$ cat src/rtl/icache_line_ctrl_if.sv
// mmm_pkg: fetch address geometry shared by the line controller and its users.
//   XLEN          - address / instruction word width
//   ICACHE_OFFSET - log2(words per line)
//   OFFSET        - log2(bytes per word)
//
// icache_line_ctrl_if: refill port between the line controller (master) and
// the instruction memory (slave).
//   mem_req_valid_o - refill request valid (master -> slave)
//   mem_req_addr_o  - line-aligned refill address (master -> slave)
//   mem_req_ready_i - memory accepts the request (slave -> master)
//   mem_rsp_valid_i - refill line valid, one beat per request (slave -> master)
//   mem_rsp_data_i  - full refill line (slave -> master)
package mmm_pkg;
  parameter int XLEN          = 32;
  parameter int ICACHE_OFFSET = 2;
  parameter int OFFSET        = 2;
endpackage

interface icache_line_ctrl_if #(
  parameter int XLEN   = mmm_pkg::XLEN,
  parameter int LINE_W = mmm_pkg::XLEN << mmm_pkg::ICACHE_OFFSET
);
  logic              mem_req_valid_o;
  logic [XLEN-1:0]   mem_req_addr_o;
  logic              mem_req_ready_i;
  logic              mem_rsp_valid_i;
  logic [LINE_W-1:0] mem_rsp_data_i;

  modport master (
    output mem_req_valid_o, mem_req_addr_o,
    input  mem_req_ready_i, mem_rsp_valid_i, mem_rsp_data_i
  );

  modport slave (
    input  mem_req_valid_o, mem_req_addr_o,
    output mem_req_ready_i, mem_rsp_valid_i, mem_rsp_data_i
  );
endinterface

$ cat src/rtl/icache_line_ctrl.sv
// presence_checker: tag comparison of the fetch address against the held line
// (here_o) and against the address of the outstanding refill (will_be_here_o).
//
// icache_line_ctrl: single-line instruction fetch buffer.
//   clk_i, rst_i      - clock, synchronous active-high reset
//   fetch_req_i, pc_i - fetch request and address
//   flush_i           - invalidate line, discard any in-flight refill
//   instr_valid_o     - instr_o is valid for pc_i this cycle (0-cycle hit)
//   instr_o           - selected word of the held line (always driven)
//   mem               - refill request/response port (master side)
//   line_valid_o      - held line valid
//   line_pc_o         - aligned address of the held line
//   busy_o            - a refill is outstanding
module presence_checker
  import mmm_pkg::*;
(
  input  logic [XLEN-1:0] pc_i,
  input  logic [XLEN-1:0] line_pc_i,
  input  logic            line_valid_i,
  input  logic [XLEN-1:0] prev_pc_i,
  output logic            here_o,
  output logic            will_be_here_o
);
  localparam int LO = ICACHE_OFFSET + OFFSET;

  assign here_o         = line_valid_i && ((pc_i >> LO) == (line_pc_i >> LO));
  assign will_be_here_o = (pc_i >> LO) == (prev_pc_i >> LO);
endmodule

module icache_line_ctrl
  import mmm_pkg::*;
#(
  parameter int LINE_W = XLEN << ICACHE_OFFSET
) (
  input  logic                      clk_i,
  input  logic                      rst_i,
  input  logic                      fetch_req_i,
  input  logic [XLEN-1:0]           pc_i,
  input  logic                      flush_i,
  output logic                      instr_valid_o,
  output logic [XLEN-1:0]           instr_o,
  icache_line_ctrl_if.master        mem,
  output logic                      line_valid_o,
  output logic [XLEN-1:0]           line_pc_o,
  output logic                      busy_o
);
  localparam int LO     = ICACHE_OFFSET + OFFSET;
  localparam int NWORDS = LINE_W / XLEN;

  typedef enum logic [1:0] {S_IDLE, S_REQ, S_WAIT} state_t;

  state_t            state_q, state_d;
  logic [XLEN-1:0]   line_pc_q, line_pc_d;
  logic              line_valid_q, line_valid_d;
  logic [LINE_W-1:0] line_data_q, line_data_d;
  logic [XLEN-1:0]   pend_pc_q, pend_pc_d;
  logic              discard_q, discard_d;

  logic            here;
  logic            will_be_here;
  logic            in_flight;
  logic [XLEN-1:0] pc_aligned;
  logic [XLEN-1:0] words [NWORDS];

  presence_checker u_presence (
    .pc_i           (pc_i),
    .line_pc_i      (line_pc_q),
    .line_valid_i   (line_valid_q),
    .prev_pc_i      (pend_pc_q),
    .here_o         (here),
    .will_be_here_o (will_be_here)
  );

  // Only a refill that will actually land counts as in flight.
  assign in_flight  = will_be_here && busy_o && !discard_q;
  assign pc_aligned = (pc_i >> LO) << LO;

  for (genvar gi = 0; gi < NWORDS; gi++) begin : g_words
    assign words[gi] = line_data_q[gi*XLEN +: XLEN];
  end

  assign instr_o       = words[pc_i[LO-1:OFFSET]];
  assign instr_valid_o = fetch_req_i && here && !flush_i;
  assign line_valid_o  = line_valid_q;
  assign line_pc_o     = line_pc_q;
  assign busy_o        = (state_q != S_IDLE);

  assign mem.mem_req_valid_o = (state_q == S_REQ);
  assign mem.mem_req_addr_o  = (state_q == S_REQ) ? pend_pc_q : '0;

  always_comb begin
    state_d      = state_q;
    line_pc_d    = line_pc_q;
    line_valid_d = line_valid_q;
    line_data_d  = line_data_q;
    pend_pc_d    = pend_pc_q;
    discard_d    = discard_q;

    case (state_q)
      S_IDLE: begin
        // Busy is low here, so in_flight is 0; kept for clarity of the rule.
        if (fetch_req_i && !here && !in_flight && !flush_i) begin
          pend_pc_d = pc_aligned;
          discard_d = 1'b0;
          state_d   = S_REQ;
        end
      end
      S_REQ: begin
        // A flush cannot retract a presented request; mark it stale instead.
        if (flush_i) discard_d = 1'b1;
        if (mem.mem_req_ready_i) state_d = S_WAIT;
      end
      S_WAIT: begin
        if (flush_i) discard_d = 1'b1;
        if (mem.mem_rsp_valid_i) begin
          if (!(discard_q || flush_i)) begin
            line_data_d  = mem.mem_rsp_data_i;
            line_pc_d    = pend_pc_q;
            line_valid_d = 1'b1;
          end
          state_d = S_IDLE;
        end
      end
      default: state_d = S_IDLE;
    endcase

    if (flush_i) line_valid_d = 1'b0;
  end

  always_ff @(posedge clk_i) begin
    if (rst_i) begin
      state_q      <= S_IDLE;
      line_pc_q    <= '0;
      line_valid_q <= 1'b0;
      line_data_q  <= '0;
      pend_pc_q    <= '0;
      discard_q    <= 1'b0;
    end else begin
      state_q      <= state_d;
      line_pc_q    <= line_pc_d;
      line_valid_q <= line_valid_d;
      line_data_q  <= line_data_d;
      pend_pc_q    <= pend_pc_d;
      discard_q    <= discard_d;
    end
  end
endmodule

$ cat src/flat_wrapper.sv
// flat-port wrapper written by rule: the top's interface ports become plain ports
module icache_line_ctrl_flat import mmm_pkg::*;
#(
  parameter int LINE_W = XLEN << ICACHE_OFFSET
)
  (clk_i, rst_i, fetch_req_i, pc_i, flush_i, instr_valid_o, instr_o, line_valid_o, line_pc_o, busy_o, mem_mem_req_valid_o, mem_mem_req_addr_o, mem_mem_req_ready_i, mem_mem_rsp_valid_i, mem_mem_rsp_data_i);
  icache_line_ctrl_if #(.LINE_W(LINE_W)) mem_i ();
  input  logic clk_i;
  input  logic rst_i;
  input  logic fetch_req_i;
  input  logic [XLEN-1:0] pc_i;
  input  logic flush_i;
  output logic instr_valid_o;
  output logic [XLEN-1:0] instr_o;
  output logic line_valid_o;
  output logic [XLEN-1:0] line_pc_o;
  output logic busy_o;
  output wire logic [$bits(mem_i.mem_req_valid_o)-1:0] mem_mem_req_valid_o;
  output wire logic [$bits(mem_i.mem_req_addr_o)-1:0] mem_mem_req_addr_o;
  input wire logic [$bits(mem_i.mem_req_ready_i)-1:0] mem_mem_req_ready_i;
  input wire logic [$bits(mem_i.mem_rsp_valid_i)-1:0] mem_mem_rsp_valid_i;
  input wire logic [$bits(mem_i.mem_rsp_data_i)-1:0] mem_mem_rsp_data_i;
  assign mem_mem_req_valid_o = mem_i.mem_req_valid_o;
  assign mem_mem_req_addr_o = mem_i.mem_req_addr_o;
  assign mem_i.mem_req_ready_i = mem_mem_req_ready_i;
  assign mem_i.mem_rsp_valid_i = mem_mem_rsp_valid_i;
  assign mem_i.mem_rsp_data_i = mem_mem_rsp_data_i;
  icache_line_ctrl #(.LINE_W(LINE_W)) u_core (.clk_i(clk_i), .rst_i(rst_i), .fetch_req_i(fetch_req_i), .pc_i(pc_i), .flush_i(flush_i), .instr_valid_o(instr_valid_o), .instr_o(instr_o), .mem(mem_i), .line_valid_o(line_valid_o), .line_pc_o(line_pc_o), .busy_o(busy_o));
endmodule
$ cat config.mk
export PLATFORM = sky130hd
export DESIGN_NAME = icache_line_ctrl_flat
export DESIGN_NICKNAME = d
export VERILOG_FILES = /design/src/rtl/icache_line_ctrl_if.sv /design/src/rtl/icache_line_ctrl.sv /design/src/flat_wrapper.sv
export SDC_FILE = /design/constraint.sdc
export NUM_CORES = 1
export LEC_CHECK = 0
export CORE_MARGIN = 2
export CORE_UTILIZATION = 45
export DETAILED_ROUTE_END_ITERATION = 8
export DONT_BUFFER_PORTS = 1
export PLACE_DENSITY_LB_ADDON = 0.12
export SLEW_MARGIN = 0
export SYNTH_ARGS = -nofsm -noshare
export SYNTH_HDL_FRONTEND = slang
export SYNTH_HIERARCHICAL = 1
export SYNTH_SLANG_ARGS = --single-unit
$ cat constraint.sdc
create_clock -name clk_i -period 6 [get_ports clk_i]
set_clock_uncertainty 0.05 [all_clocks]
set_input_delay 1.2 -clock clk_i [delete_from_list [all_inputs] [get_ports clk_i]]
set_output_delay 1.2 -clock clk_i [all_outputs]
set_load 0.1 [all_outputs]
== Word-level counts from Yosys, hierarchy flattened ==
Cells that the tools add are included.

* Input bits: 166
* Word-level logic and storage cells: 50
* Output and inout port bits: 100
* Register bits: 188

* Reductions and logical operators: 22
* Bitwise logic cells: 2
* Order comparisons: 1
* Equal/unequal tests: 8
* Mux-type cells: 11

{| class="wikitable"
|+ Operators by type and width
! cell !! number
|-
| 32-bit two-way mux || 3
|-
| 32-bit binary-select mux with 2-bit select || 1
|-
| 28-bit equality test || 2
|-
| 3-bit AND reduction || 3
|-
| 1-bit logical AND || 8
|-
| 2-bit two-way mux || 3
|-
| 2-bit by 1-bit inequality test with 1-bit output, second input constant || 3
|-
| 2-bit case mux with 3 select lines || 1
|-
| 1-bit zero test || 4
|-
| 2-bit nonzero test || 2
|-
| 2-bit OR reduction || 2
|-
| 3-bit greater-or-equal comparator, second input constant || 1
|-
| 2-bit NOT with 3-bit output || 1
|-
| 2-bit by 1-bit equality test with 1-bit output, second input constant || 1
|-
| 2-bit equality test, second input constant || 1
|-
| 2-bit zero test || 1
|-
| 1-bit two-way mux || 2
|-
| 2-bit inequality test, second input constant || 1
|-
| 1-bit case mux with 2 select lines || 1
|-
| 2-bit AND reduction || 1
|-
| 1-bit logical OR || 1
|-
| 1-bit NOT || 1
|}

== Depth between registers and ports, before layout ==
Gate-level depths: netlist (run 1).

* Depth in word-level cells: 8
* Depth in mapped cells: 9

== Hierarchy ==
Netlist (run 1), hierarchy kept.

{| class="wikitable"
|+ By module, submodules not included
! module !! instances !! area an instance (um2) !! sequential area each (um2) !! cells each
|-
| icache_line_ctrl || 1 || 7544.7 || 3763.6 || 907
|-
| presence_checker || 1 || 619.3 || 0.0 || 75
|}

== Worst setup path before layout (run 1) ==
Ideal clock, no wire load.

* Path type: input to output
* Start: in pc_i[16]
* End: out instr_valid_o
* Slack: 1.873 ns
* Stages: 5
* Path buffers: 0
* Arrival: 2.877 ns
* Required time: 4.750 ns
* Cell sequence: xor2_1 > nor4_1 > nand3_1 > nor4_2 > and3b_1

* Cells in the longest elaborated chain, start to end: 4

{| class="wikitable"
|+ Ends and longest elaborated chain
! element !! RTL line !! RTL
|-
| start, declared || flat_wrapper.sv:11 || <nowiki>input logic [XLEN-1:0] pc_i;</nowiki>
|-
| 28-bit equality test || icache_line_ctrl.sv:26 || <nowiki>assign here_o = line_valid_i && ((pc_i >> LO) == (line_pc_i >> LO));</nowiki>
|-
| 1-bit logical AND || icache_line_ctrl.sv:26 ||
|-
| named net u_core.here || icache_line_ctrl.sv:59 || <nowiki>logic here;</nowiki>
|-
| 1-bit logical AND (2 in a row) || icache_line_ctrl.sv:83 || <nowiki>assign instr_valid_o = fetch_req_i && here && !flush_i;</nowiki>
|-
| end, declared || flat_wrapper.sv:13 || <nowiki>output logic instr_valid_o;</nowiki>
|}

The timed path passes the listed nets, and every way through them passes these cells.

== Worst setup path after layout (run 1) ==
* Start: reg u_core.line_pc_q[21], in the netlist u_core/line_pc_o[21]
* End: out instr_valid_o

* Cells in the longest elaborated chain, start to end: 4

{| class="wikitable"
|+ Ends and longest elaborated chain
! element !! RTL line !! RTL
|-
| start, declared || icache_line_ctrl.sv:53 || <nowiki>logic [XLEN-1:0] line_pc_q, line_pc_d;</nowiki>
|-
| start signal, assigned || icache_line_ctrl.sv:140 || <nowiki>line_pc_q <= line_pc_d;</nowiki>
|-
| 28-bit equality test || icache_line_ctrl.sv:26 ||
|-
| 1-bit logical AND || icache_line_ctrl.sv:26 ||
|-
| named net u_core.here || icache_line_ctrl.sv:59 ||
|-
| 1-bit logical AND (2 in a row) || icache_line_ctrl.sv:83 ||
|}

The timed path passes the listed nets, and every way through them passes these cells.

==> summary.md, run 1 <==
Run status
• finished clean — outcome

Power
• 2.82 nW — Leak
• 334 nW/um^2 — power per cell area
• 0.000206 V — maximum vdd ir drop

Layout
• 8.66% — synthesis-to-finish area growth
• 1079 — Post-layout nets
• 9.11% — share of cells above drive strength 1

STA
• 0 ns — Total Negative Setup Slacks
• 0.217 GHz — Highest Clock Rate
• 0 — number of max-slew violations in the final report
• 0 — hold violation count in the final report
• 0.400 ns — Final Hold Slack
• 18.2% — worst rel slew slack
• false — setup repair after global routing missed its margin
• 76.8% — final critical-path share of the clock period
• 4.61 ns — time the final worst path needs with I/O delays and setup
• 0 — number of setup violations in the final report
• 1.23 ns — Tightest Pin Transition

Clock tree
• 4 — level count of the clock H-tree
• 2 — deepest clock path buffer count
• 0 — Post-CTS Repair Setup Buffers
• 188 — TritonCTS sink count
• 0.07 ns — clock transition at the registers of the reported paths
• 17 — number of buffers created by CTS
• built — TritonCTS clock tree
• 0 — hold buffer count at CTS
• 0 — CTS-repair resized insts
• sky130_fd_sc_hd__clkbuf_16 — clock tree root buffer cell
• 0.43 ns — clock network latency to the later pin of the worst-skew pair

Critical path
• primary output — sort of element at the end of the critical path
• sky130_fd_sc_hd__dfxtp_1 — cell with the biggest individual delay on the critical path
• register — kind of start point of the critical path
• 3.36 ns — Crit path arrival time
• 4.75 ns — required time worst endpoint
• 4 — biggest fanout along the worst timing path
• register to primary output — type of the worst setup path
• 1.00 ns — Max stage delay on crit path
• xor2_1, nor4_1, nand4_1, nor4_2, and3b_1 — list of cells traversed by the critical path

Route
• 7 — number of detailed-routing iterations run before antenna repair
• 17.9 microns — Routed wire per std cell
• 20500 microns — wire length after detailed routing
• 0 — Detail Route Antenna Nets
• 5.32 — via density per instance
• 6106 — number of vias in the routed layout
• 0 — drt drc
• 363 — starting DRC count in detailed routing

Synth
• 8.31 sq um — Syn Area/Cell
• 945 — post-synthesis cell count
• 6 — synth warn
• 7860 sq um — area of the mapped netlist

GRT
• 0 — overflow left after global routing
• 5743 — via count of the first global-routing pass
• 31500 microns — global-route wire length before repair
• 21.8% — GRT Resource Usage Total
• 191 — maximum number of pins on one net before global-route repair
• 1 — number of antenna violations at the first check in global routing

Floorplan
• 48 — Placement Rows
• 136 microns — floorplan die height
• 45.7% — Initial Utilization
• 18500 sq um — area enclosed by the die boundary
• 266 — number of top-level pins
• 17200 sq um — core area
• 136 microns — Die Wd

Min path
• register to register — Hold Crit Class

Placed design
• 0 — number of port buffers
• 0.780 — last weighted congestion value of the routability-driven placer
• 13200 microns — HPWL after detailed placement

Run
• 0 — maxcap violations

-- critical path, delay by kind of cell (launching register included) --
kind / cells / cell delay (ns)
xor gates and xnor gates: 1 / 0.14
DFF: 1 / 1.00
and+or+nand+nor: 4 / 1.78
-- cell type report --
| type | count | area [sq um] |
|---|---|---|
| diodes | 1 | 2.50 |
| clock buffers | 19 | 443 |
| clock inverters | 13 | 131 |
| fillers | 1712 | 8640 |
| inverters | 5 | 18.8 |
| multi-input cells | 680 | 3760 |
| flip-flops and latches | 188 | 3760 |
| well taps | 225 | 282 |
| repair buffers | 17 | 140 |
-- stage by stage --
stage / util [%] / std cells / total power [W] / instance area, sq um / setup slack (ns)
after detailed placement: 46.3 / 1115 / 0.00178 / 7960 / 1.50
after CTS: 49.7 / 1147 / 0.00288 / 8530 / 1.37
after global routing: 49.7 / 1148 / 0.00297 / 8540 / 1.29
final: 49.7 / 1148 / 0.00285 / 8540 / 1.39
after floorplan: - / 952 / 0.00175 / 7880 / 1.87
after global placement: 46.3 / 1115 / 0.00178 / 7960 / 1.52
-- layout by cell type (no fill, tap or decap), types with 3 or more instances in the layout --
master,count
sky130_fd_sc_hd__nand2_1,368
sky130_fd_sc_hd__dfxtp_1,188
sky130_fd_sc_hd__a21oi_1,185
sky130_fd_sc_hd__mux4_2,32
sky130_fd_sc_hd__and2_1,28
sky130_fd_sc_hd__xor2_1,19
sky130_fd_sc_hd__clkbuf_16,17
sky130_fd_sc_hd__buf_4,16
sky130_fd_sc_hd__xnor2_1,9
sky130_fd_sc_hd__conb_1,8
sky130_fd_sc_hd__inv_1,5
sky130_fd_sc_hd__clkinvlp_4,4
sky130_fd_sc_hd__nand2b_1,4
sky130_fd_sc_hd__nor4_1,4
sky130_fd_sc_hd__inv_6,3
sky130_fd_sc_hd__ha_1,3
sky130_fd_sc_hd__nand4_1,3
-- worst paths after layout --
| check | startpoint | end | slack [ns] | cells past startpoint |
|---|---|---|---|---|
| worst max register to register | u_core/line_pc_o[21] | u_core/pend_pc_q[15] | 2.79 | 7 |
| worst max-delay path | u_core/line_pc_o[21] | instr_valid_o | 1.39 | 5 |
| worst min register to register | u_core/line_data_q[53] | u_core/line_data_q[53] | 0.40 | 2 |
| worst min-delay path | u_core/line_data_q[53] | u_core/line_data_q[53] | 0.40 | 2 |
-- per-layer routing --
layer / up-vias / routed length, microns / GRT usage [%]
li1: 3032 / - / -
met1: 2870 / 8650 / 27.5
met2: 190 / 9720 / 34.5
met3: 14 / 1920 / 8.72
met4: 0 / 242 / 6.37
met5: - / 0 / 0
-- where the power goes --
part | switching [W] | internal [W]
Sequential | 0.0000346 | 0.00130
Combinational | 0.000330 | 0.0000878
Clock | 0.000508 | 0.000593
-- state kept, by name, indices dropped and copies added, names as in the netlist --
register	cells
u_core/line_pc_o	28
u_core/pend_pc_q	28
u_core/discard_q	1
u_core/line_valid_o	1
u_core/state_q	2
u_core/line_data_q	128
Note: power is estimated with default switching activity, not from simulation.
==> inputs of run 2 (changes only) <==
==> constraint.sdc (replaced) <==
create_clock -name clk_i -period 4.4 [get_ports clk_i]
set_clock_uncertainty 0.05 [all_clocks]
set_input_delay 0.88 -clock clk_i [delete_from_list [all_inputs] [get_ports clk_i]]
set_output_delay 0.88 -clock clk_i [all_outputs]
set_load 0.1 [all_outputs]
==> run 2 against run 1 <==
Clock power up 36%. Sequential power up 36%. Sequential share of layout area down 1.2 points. Flip-flop and latch count unchanged. Worst setup slack worse by 0.58 ns. First-iteration DRC count down 12%. Critical path depth up 2. Final area up 2.8%. Worst hold slack worse by 0.00088 ns. Clock-buffer cell count up 2. Critical path type unchanged. Critical endpoint unchanged.
==> summary.md, run 2 (same netlist as run 1, synthesis figures left out) <==
Clock tree
• 4 — level count of the clock H-tree, unchanged
• 0 — CTS-repair resized insts, unchanged
• 2 — deepest clock path buffer count, unchanged
• sky130_fd_sc_hd__clkbuf_16 — clock tree root buffer cell
• 0 — hold buffer count at CTS, unchanged
• built — TritonCTS clock tree
• 188 — TritonCTS sink count, unchanged
• 17 — number of buffers created by CTS, unchanged
• 0 — Post-CTS Repair Setup Buffers, unchanged
• 0.42 ns — clock network latency to the later pin of the worst-skew pair, about the same
• 0.07 ns — clock transition at the registers of the reported paths, about the same

Power
• 3.01 nW — Leak, +6.6%
• 445 nW/um^2 — power per cell area, +33%
• 0.000372 V — maximum vdd ir drop, +81%
• 0.00390 W — total power draw, +37%

Layout
• 128 — number of flip-flops in the largest register, unchanged
• 3760 sq um — total area of multi-input combinational cells, unchanged
• sky130_fd_sc_hd__nand2_1, sky130_fd_sc_hd__dfxtp_1, sky130_fd_sc_hd__a21oi_1, sky130_fd_sc_hd__buf_4, sky130_fd_sc_hd__mux4_2 — commonest non-fill, non-tap cells in the layout
• 1110 — Post-layout nets, +2.9%
• 8770 sq um — cell area after layout, +2.8%
• 11.8% — share of cells above drive strength 1, +2.7 points
• 1729 — fillcell total, +0.99%
• 3760 sq um — sequential cell area, unchanged
• sky130_fd_sc_hd__nand2_1 — most frequent standard cell in the layout excluding fill and tap cells
• u_core/line_data_q — register ranked first by flip-flop count
• 11.7% — synthesis-to-finish area growth
• 1178 — non-filler cells in the finished layout, +2.6%

Route
• 319 — starting DRC count in detailed routing, -12%
• 20400 microns — wire length after detailed routing, -0.84%
• 17.3 microns — Routed wire per std cell, -3.4%
• 0 — drt drc, unchanged
• 5.30 — via density per instance, -0.36%
• 6243 — number of vias in the routed layout, +2.2%
• 4 — number of detailed-routing iterations run before antenna repair, -3
• 0 — Detail Route Antenna Nets, unchanged

Critical path
• register — kind of start point of the critical path
• 9 — Register-to-Register Path Depth, +2
• register to primary output — type of the worst setup path
• 2.66 ns — Crit path arrival time, -0.70 ns
• 7 — total stage count of the critical path, +2
• 3.47 ns — required time worst endpoint, -1.28 ns
• sky130_fd_sc_hd__nor4_1 — cell with the biggest individual delay on the critical path
• sky130_fd_sc_hd__buf_4 — CP dominant cell by count
• buf_4, xor2_1, nor4_1, nand4_1, nor4_2, and3b_1, buf_4 — list of cells traversed by the critical path
• 4 — biggest fanout along the worst timing path, unchanged
• 2 — Crit path buffers/inverters, +2
• primary output — sort of element at the end of the critical path
• simple AND/OR/NAND/NOR gates — Top Family by Delay on Critical Path
• 0.54 ns — Max stage delay on crit path, -0.46 ns

Floorplan
• 18500 sq um — area enclosed by the die boundary, unchanged
• 45.7% — Initial Utilization, unchanged
• 136 microns — floorplan die height, unchanged
• 48 — Placement Rows, unchanged
• 266 — number of top-level pins, unchanged
• 17200 sq um — core area, unchanged
• 136 microns — Die Wd, unchanged

Min path
• 2 — Worst Hold Depth, unchanged
• register to register — Hold Crit Class

Placed design
• 0 — number of port buffers, unchanged
• 13300 microns — HPWL after detailed placement, +0.57%
• 1146 — # placed instances, +2.8%
• 8210 sq um — instance area after placement, +3.1%
• 0.778 — last weighted congestion value of the routability-driven placer, -0.26%

GRT
• 8.46% — met3 capacity usage during global routing, -0.26 points
• 191 — maximum number of pins on one net before global-route repair, unchanged
• met2 — most crowded layer after global routing
• 27.3% — global routing usage on met1, -0.22 points
• 5839 — via count of the first global-routing pass, +1.7%
• 21.6% — GRT Resource Usage Total, -0.22 points
• 0 — overflow left after global routing, unchanged
• 33.9% — GR met2 Demand/Resource, -0.56 points
• 1 — number of antenna violations at the first check in global routing, unchanged
• 31100 microns — global-route wire length before repair, -1.2%

STA
• false — setup repair after global routing missed its margin
• 0.279 GHz — Highest Clock Rate
• 0 — number of max-slew violations in the final report, unchanged
• 81.5% — final critical-path share of the clock period
• 0 — hold violation count in the final report, unchanged
• 0 ns — Total Negative Setup Slacks, unchanged
• 0 — number of setup violations in the final report, unchanged
• 3.59 ns — time the final worst path needs with I/O delays and setup
• 1.17 ns — Tightest Pin Transition, -0.0564 ns
• 21.9% — worst rel slew slack, +3.8 points

Run
• 0 — maxcap violations, unchanged

Run status
• finished clean — outcome

==> run 2: changes by cell type in the layout (fill, tap and decap cells not counted) <==
| cell | before | now |
|---|---|---|
| sky130_fd_sc_hd__clkinv_2 | 1 | 4 |
| sky130_fd_sc_hd__buf_4 | 16 | 46 |
| sky130_fd_sc_hd__clkbuf_1 | 1 | 3 |
| sky130_fd_sc_hd__inv_6 | 3 | 2 |
| sky130_fd_sc_hd__bufinv_16 | 1 | 2 |
| sky130_fd_sc_hd__inv_8 | 2 | 0 |
| sky130_fd_sc_hd__clkinvlp_4 | 4 | 0 |
| sky130_fd_sc_hd__buf_12 | 1 | 2 |
==> run 2: worst paths after layout <==
kind / startpoint / endpoint / slack, ns
worst max-delay path: u_core/line_pc_o[13] / instr_valid_o / 0.81
worst min-delay path: u_core/line_data_q[122] / u_core/line_data_q[122] / 0.40
worst max register to register: u_core/line_pc_o[13] / u_core/pend_pc_q[12] / 1.30
worst min register to register: u_core/line_data_q[122] / u_core/line_data_q[122] / 0.40
==> run 2: where the power goes <==
| part | switching [W] | internal, W |
|---|---|---|
| registers | 0.0000400 | 0.00177 |
| logic | 0.000458 | 0.000133 |
| clock network | 0.000650 | 0.000852 |
==> run 2: cell type report <==
cell class              count  area share [%]
diodes                      1          0.0285
clock buffers              21            5.13
well taps                 225            3.21
repair buffers             48            4.39
clock inverters            10            1.31
flip-flops and latches    188            42.9
multi-input cells         680            42.8
inverters                   5           0.214
==> run 2: per-layer routing <==
metal | routed length (microns) | up-vias | share of wire [%]
met2 | 9620 | 170 | 47
met4 | 395 | 0 | 1.9
met3 | 1740 | 21 | 8.5
li1 | - | 3094 | -
met5 | 0 | - | 0
met1 | 8610 | 2958 | 42
==> run 2: worst register-to-register path: stages, from the launching register on <==
cell,delay (ns)
sky130_fd_sc_hd__dfxtp_1,0.31
sky130_fd_sc_hd__buf_4,0.30
sky130_fd_sc_hd__xor2_1,0.12
sky130_fd_sc_hd__nor4_1,0.54
sky130_fd_sc_hd__nand4_1,0.19
sky130_fd_sc_hd__nor4_2,0.27
sky130_fd_sc_hd__nand4bb_1,0.68
sky130_fd_sc_hd__buf_4,0.35
sky130_fd_sc_hd__nand2_1,0.08
sky130_fd_sc_hd__a21oi_1,0.14
==> run 2: through the flow <==
stage / util (%) / worst slack [ns] / hold slack, ns
finish: 51.1 / 0.813 / 0.399
global route: 51.1 / 0.618 / 0.413
CTS: 51.1 / 0.798 / 0.399
detailed placement: 47.8 / 0.965 / 0.389
global placement: 47.8 / 0.955 / 0.384
floorplan: - / 0.826 / 0.383
==> inputs of run 3 (changes only) <==
==> constraint.sdc (replaced) <==
create_clock -name clk_i -period 3.1 [get_ports clk_i]
set_clock_uncertainty 0.05 [all_clocks]
set_input_delay 0.62 -clock clk_i [delete_from_list [all_inputs] [get_ports clk_i]]
set_output_delay 0.62 -clock clk_i [all_outputs]
set_load 0.1 [all_outputs]
==> run 3 against run 2 <==
Core utilization grew 1.4 points. Non-clock buffer count rose by 19. Critical path depth fell by 1. Worst hold slack worse by 0.19 ns. First-iteration DRC count up 20%. Final area increased by 2.7%. Clock power up 55%. Die area unchanged. Sequential share of layout area is 1.1 points lower. Final cell count rose by 1.5%.
==> summary.md, run 3 (same netlist as run 1, synthesis figures left out) <==
Clock tree
• built — TritonCTS clock tree
• 188 — TritonCTS sink count, unchanged
• 0 — CTS-repair resized insts, unchanged
• 2 — deepest clock path buffer count, unchanged
• 0 — Post-CTS Repair Setup Buffers, unchanged
• sky130_fd_sc_hd__clkbuf_16 — clock tree root buffer cell
• 0 — hold buffer count at CTS, unchanged
• 4 — level count of the clock H-tree, unchanged
• 0.43 ns — clock network latency to the later pin of the worst-skew pair, about the same
• 0.07 ns — clock transition at the registers of the reported paths, about the same
• 17 — number of buffers created by CTS, unchanged

Critical path
• simple AND/OR/NAND/NOR gates — Top Family by Delay on Critical Path
• xor2_1, nor4_1, nand4_1, nor4_2, and3b_2, buf_12 — list of cells traversed by the critical path
• 4 — biggest fanout along the worst timing path, unchanged
• u_core/line_pc_o[13] — critical path startpoint
• 0.51 ns — Max stage delay on crit path, -0.03 ns
• 0.82 ns — FF-to-FF setup slack, -0.48 ns
• 2.43 ns — required time worst endpoint, -1.04 ns
• u_core/line_pc_o[13] — R2R Path Start
• register to primary output — type of the worst setup path
• primary output — sort of element at the end of the critical path
• 6 — total stage count of the critical path, -1
• 8 — Register-to-Register Path Depth, -1
• sky130_fd_sc_hd__nor4_1 — cell with the biggest individual delay on the critical path
• 1 — Crit path buffers/inverters, -1
• register — kind of start point of the critical path
• 2.30 ns — Crit path arrival time, -0.36 ns
• u_core/pend_pc_q[14] — endpoint of the most critical register-to-register path
• instr_valid_o — endpoint of the worst setup timing path

Floorplan
• 45.7% — Initial Utilization, unchanged
• 136 microns — Die Wd, unchanged
• 48 — Placement Rows, unchanged
• 266 — number of top-level pins, unchanged
• 136 microns — floorplan die height, unchanged
• 18500 sq um — area enclosed by the die boundary, unchanged
• 17200 sq um — core area, unchanged

Route
• 0 — Detail Route Antenna Nets, unchanged
• 5 — number of detailed-routing iterations run before antenna repair, +1
• 20700 microns — wire length after detailed routing, +1.9%
• 5.28 — via density per instance, -0.37%
• 17.3 microns — Routed wire per std cell, +0.35%
• 6315 — number of vias in the routed layout, +1.2%
• 384 — starting DRC count in detailed routing, +20%
• 0 — drt drc, unchanged

STA
• 0 — number of max-slew violations in the final report, unchanged
• 2.97 ns — time the final worst path needs with I/O delays and setup
• 0.213 ns — Final Hold Slack, -0.186 ns
• false — setup repair after global routing missed its margin
• 0 ns — Total Negative Setup Slacks, unchanged
• 0.910 ns — Tightest Pin Transition, -0.261 ns
• 0 — hold violation count in the final report, unchanged
• 0 — number of setup violations in the final report, unchanged
• 39.3% — worst rel slew slack, +17 points
• 95.8% — final critical-path share of the clock period
• 0.337 GHz — Highest Clock Rate

Layout
• 1129 — Post-layout nets, +1.7%
• u_core/line_data_q — register ranked first by flip-flop count
• 3760 sq um — total area of multi-input combinational cells, about the same
• 1196 — non-filler cells in the finished layout, +1.5%
• 1697 — fillcell total, -1.9%
• 128 — number of flip-flops in the largest register, unchanged
• sky130_fd_sc_hd__nand2_1, sky130_fd_sc_hd__dfxtp_1, sky130_fd_sc_hd__a21oi_1, sky130_fd_sc_hd__buf_4, sky130_fd_sc_hd__mux4_2 — commonest non-fill, non-tap cells in the layout
• 0 — diodes inserted, -1
• sky130_fd_sc_hd__nand2_1 — most frequent standard cell in the layout excluding fill and tap cells
• 13.7% — share of cells above drive strength 1, +1.9 points
• 14.6% — synthesis-to-finish area growth
• 3760 sq um — sequential cell area, unchanged

Power
• 0.00409 W — internal cell power, +49%
• 3.14 nW — Leak, +4.3%
• 0.000399 V — maximum vdd ir drop, +7.1%
• 44.6% — Reg power frac, -1.8 points
• 15.3% — combinational share of power, +0.2 points
• 641 nW/um^2 — power per cell area, +44%
• 29.1% — proportion of total power due to net switching, -0.36 points
• 40.2% — clock share of power, +1.7 points
• 0.00168 W — P_sw, +46%

Run
• 0 — maxcap violations, unchanged

Placed design
• 1165 — # placed instances, +1.7%
• 13600 microns — HPWL after detailed placement, +2.2%
• 0.791 — last weighted congestion value of the routability-driven placer, +1.6%
• 0 — number of port buffers, unchanged

Min path
• rst_i — Hold Crit Start
• 1 — Worst Hold Depth, -1
• primary input to register — Hold Crit Class

GRT
• 31200 microns — global-route wire length before repair, +0.35%
• 0 — number of antenna violations at the first check in global routing, -1
• 191 — maximum number of pins on one net before global-route repair, unchanged
• 5805 — via count of the first global-routing pass, -0.58%
• 21.7% — GRT Resource Usage Total, +0.15 points
• 0 — overflow left after global routing, unchanged

Run status
• finished clean — outcome

==> run 3: cell types whose count changed in the layout (fill, tap and decap cells not counted), sizes merged <==
cell / change
clkbuf: -2
buf: +19
clkinvlp: +2
bufinv: +2
diode: -1
clkinv: -4
inv: +2
==> run 3: power groups by stage <==
stage                     sequential [W]  clock [W]  combinational (W)
after floorplan                  0.00262          0           0.000765
after detailed placement         0.00263          0           0.000884
final                            0.00257    0.00232           0.000881
after global routing             0.00258    0.00247           0.000940
after global placement           0.00262          0           0.000877
after CTS                        0.00257    0.00238           0.000885
==> run 3: metal layers <==
layer	global-route usage, %	wire length [microns]	up-vias	part of all wire (%)
met5	0	0	-	0
met4	6.13	333	0	1.6
met3	8.95	1880	21	9.1
met2	34.8	9740	198	47
met1	27.0	8800	2975	42
li1	-	-	3121	-
==> run 3: worst min-delay path by stage <==
stage	to	slack, ns
after detailed placement	u_core/line_data_q[117]	0.39
final	u_core/line_data_q[21]	0.21
after CTS	u_core/line_valid_o	0.19
after global placement	u_core/line_data_q[111]	0.38
after global routing	u_core/line_data_q[17]	0.18
after floorplan	u_core/line_data_q[64]	0.38
==> run 3: metrics by stage <==
step	total power, W	setup WS [ns]	util, %	cell area, sq um
2_1_floorplan	0.00339	0.0681	-	7890
3_3_place_gp	0.00350	0.292	48.8	8390
3_5_place_dp	0.00351	0.295	48.8	8390
4_1_cts	0.00583	0.113	52.4	9010
5_1_grt	0.00599	0.00712	52.4	9010
6_report	0.00577	0.131	52.4	9010
==> run 3: worst reg2reg max path, delay by kind of cell, from the launching register on <==
family	cells	cell delay, ns
buffers and inverters	1	0.22
flip-flops	1	0.32
AND/OR/NAND/NOR	5	1.31
AO/OA/AOI/OAI	1	0.16
XOR/XNOR	1	0.16
==> run 3: layout make-up <==
cell class,count,area share [%]
clock inverters,12,2.07
flip-flops and latches,188,41.8
clock buffers,19,4.81
repair buffers,67,6.28
well taps,225,3.13
inverters,5,0.208
multi-input cells,680,41.7
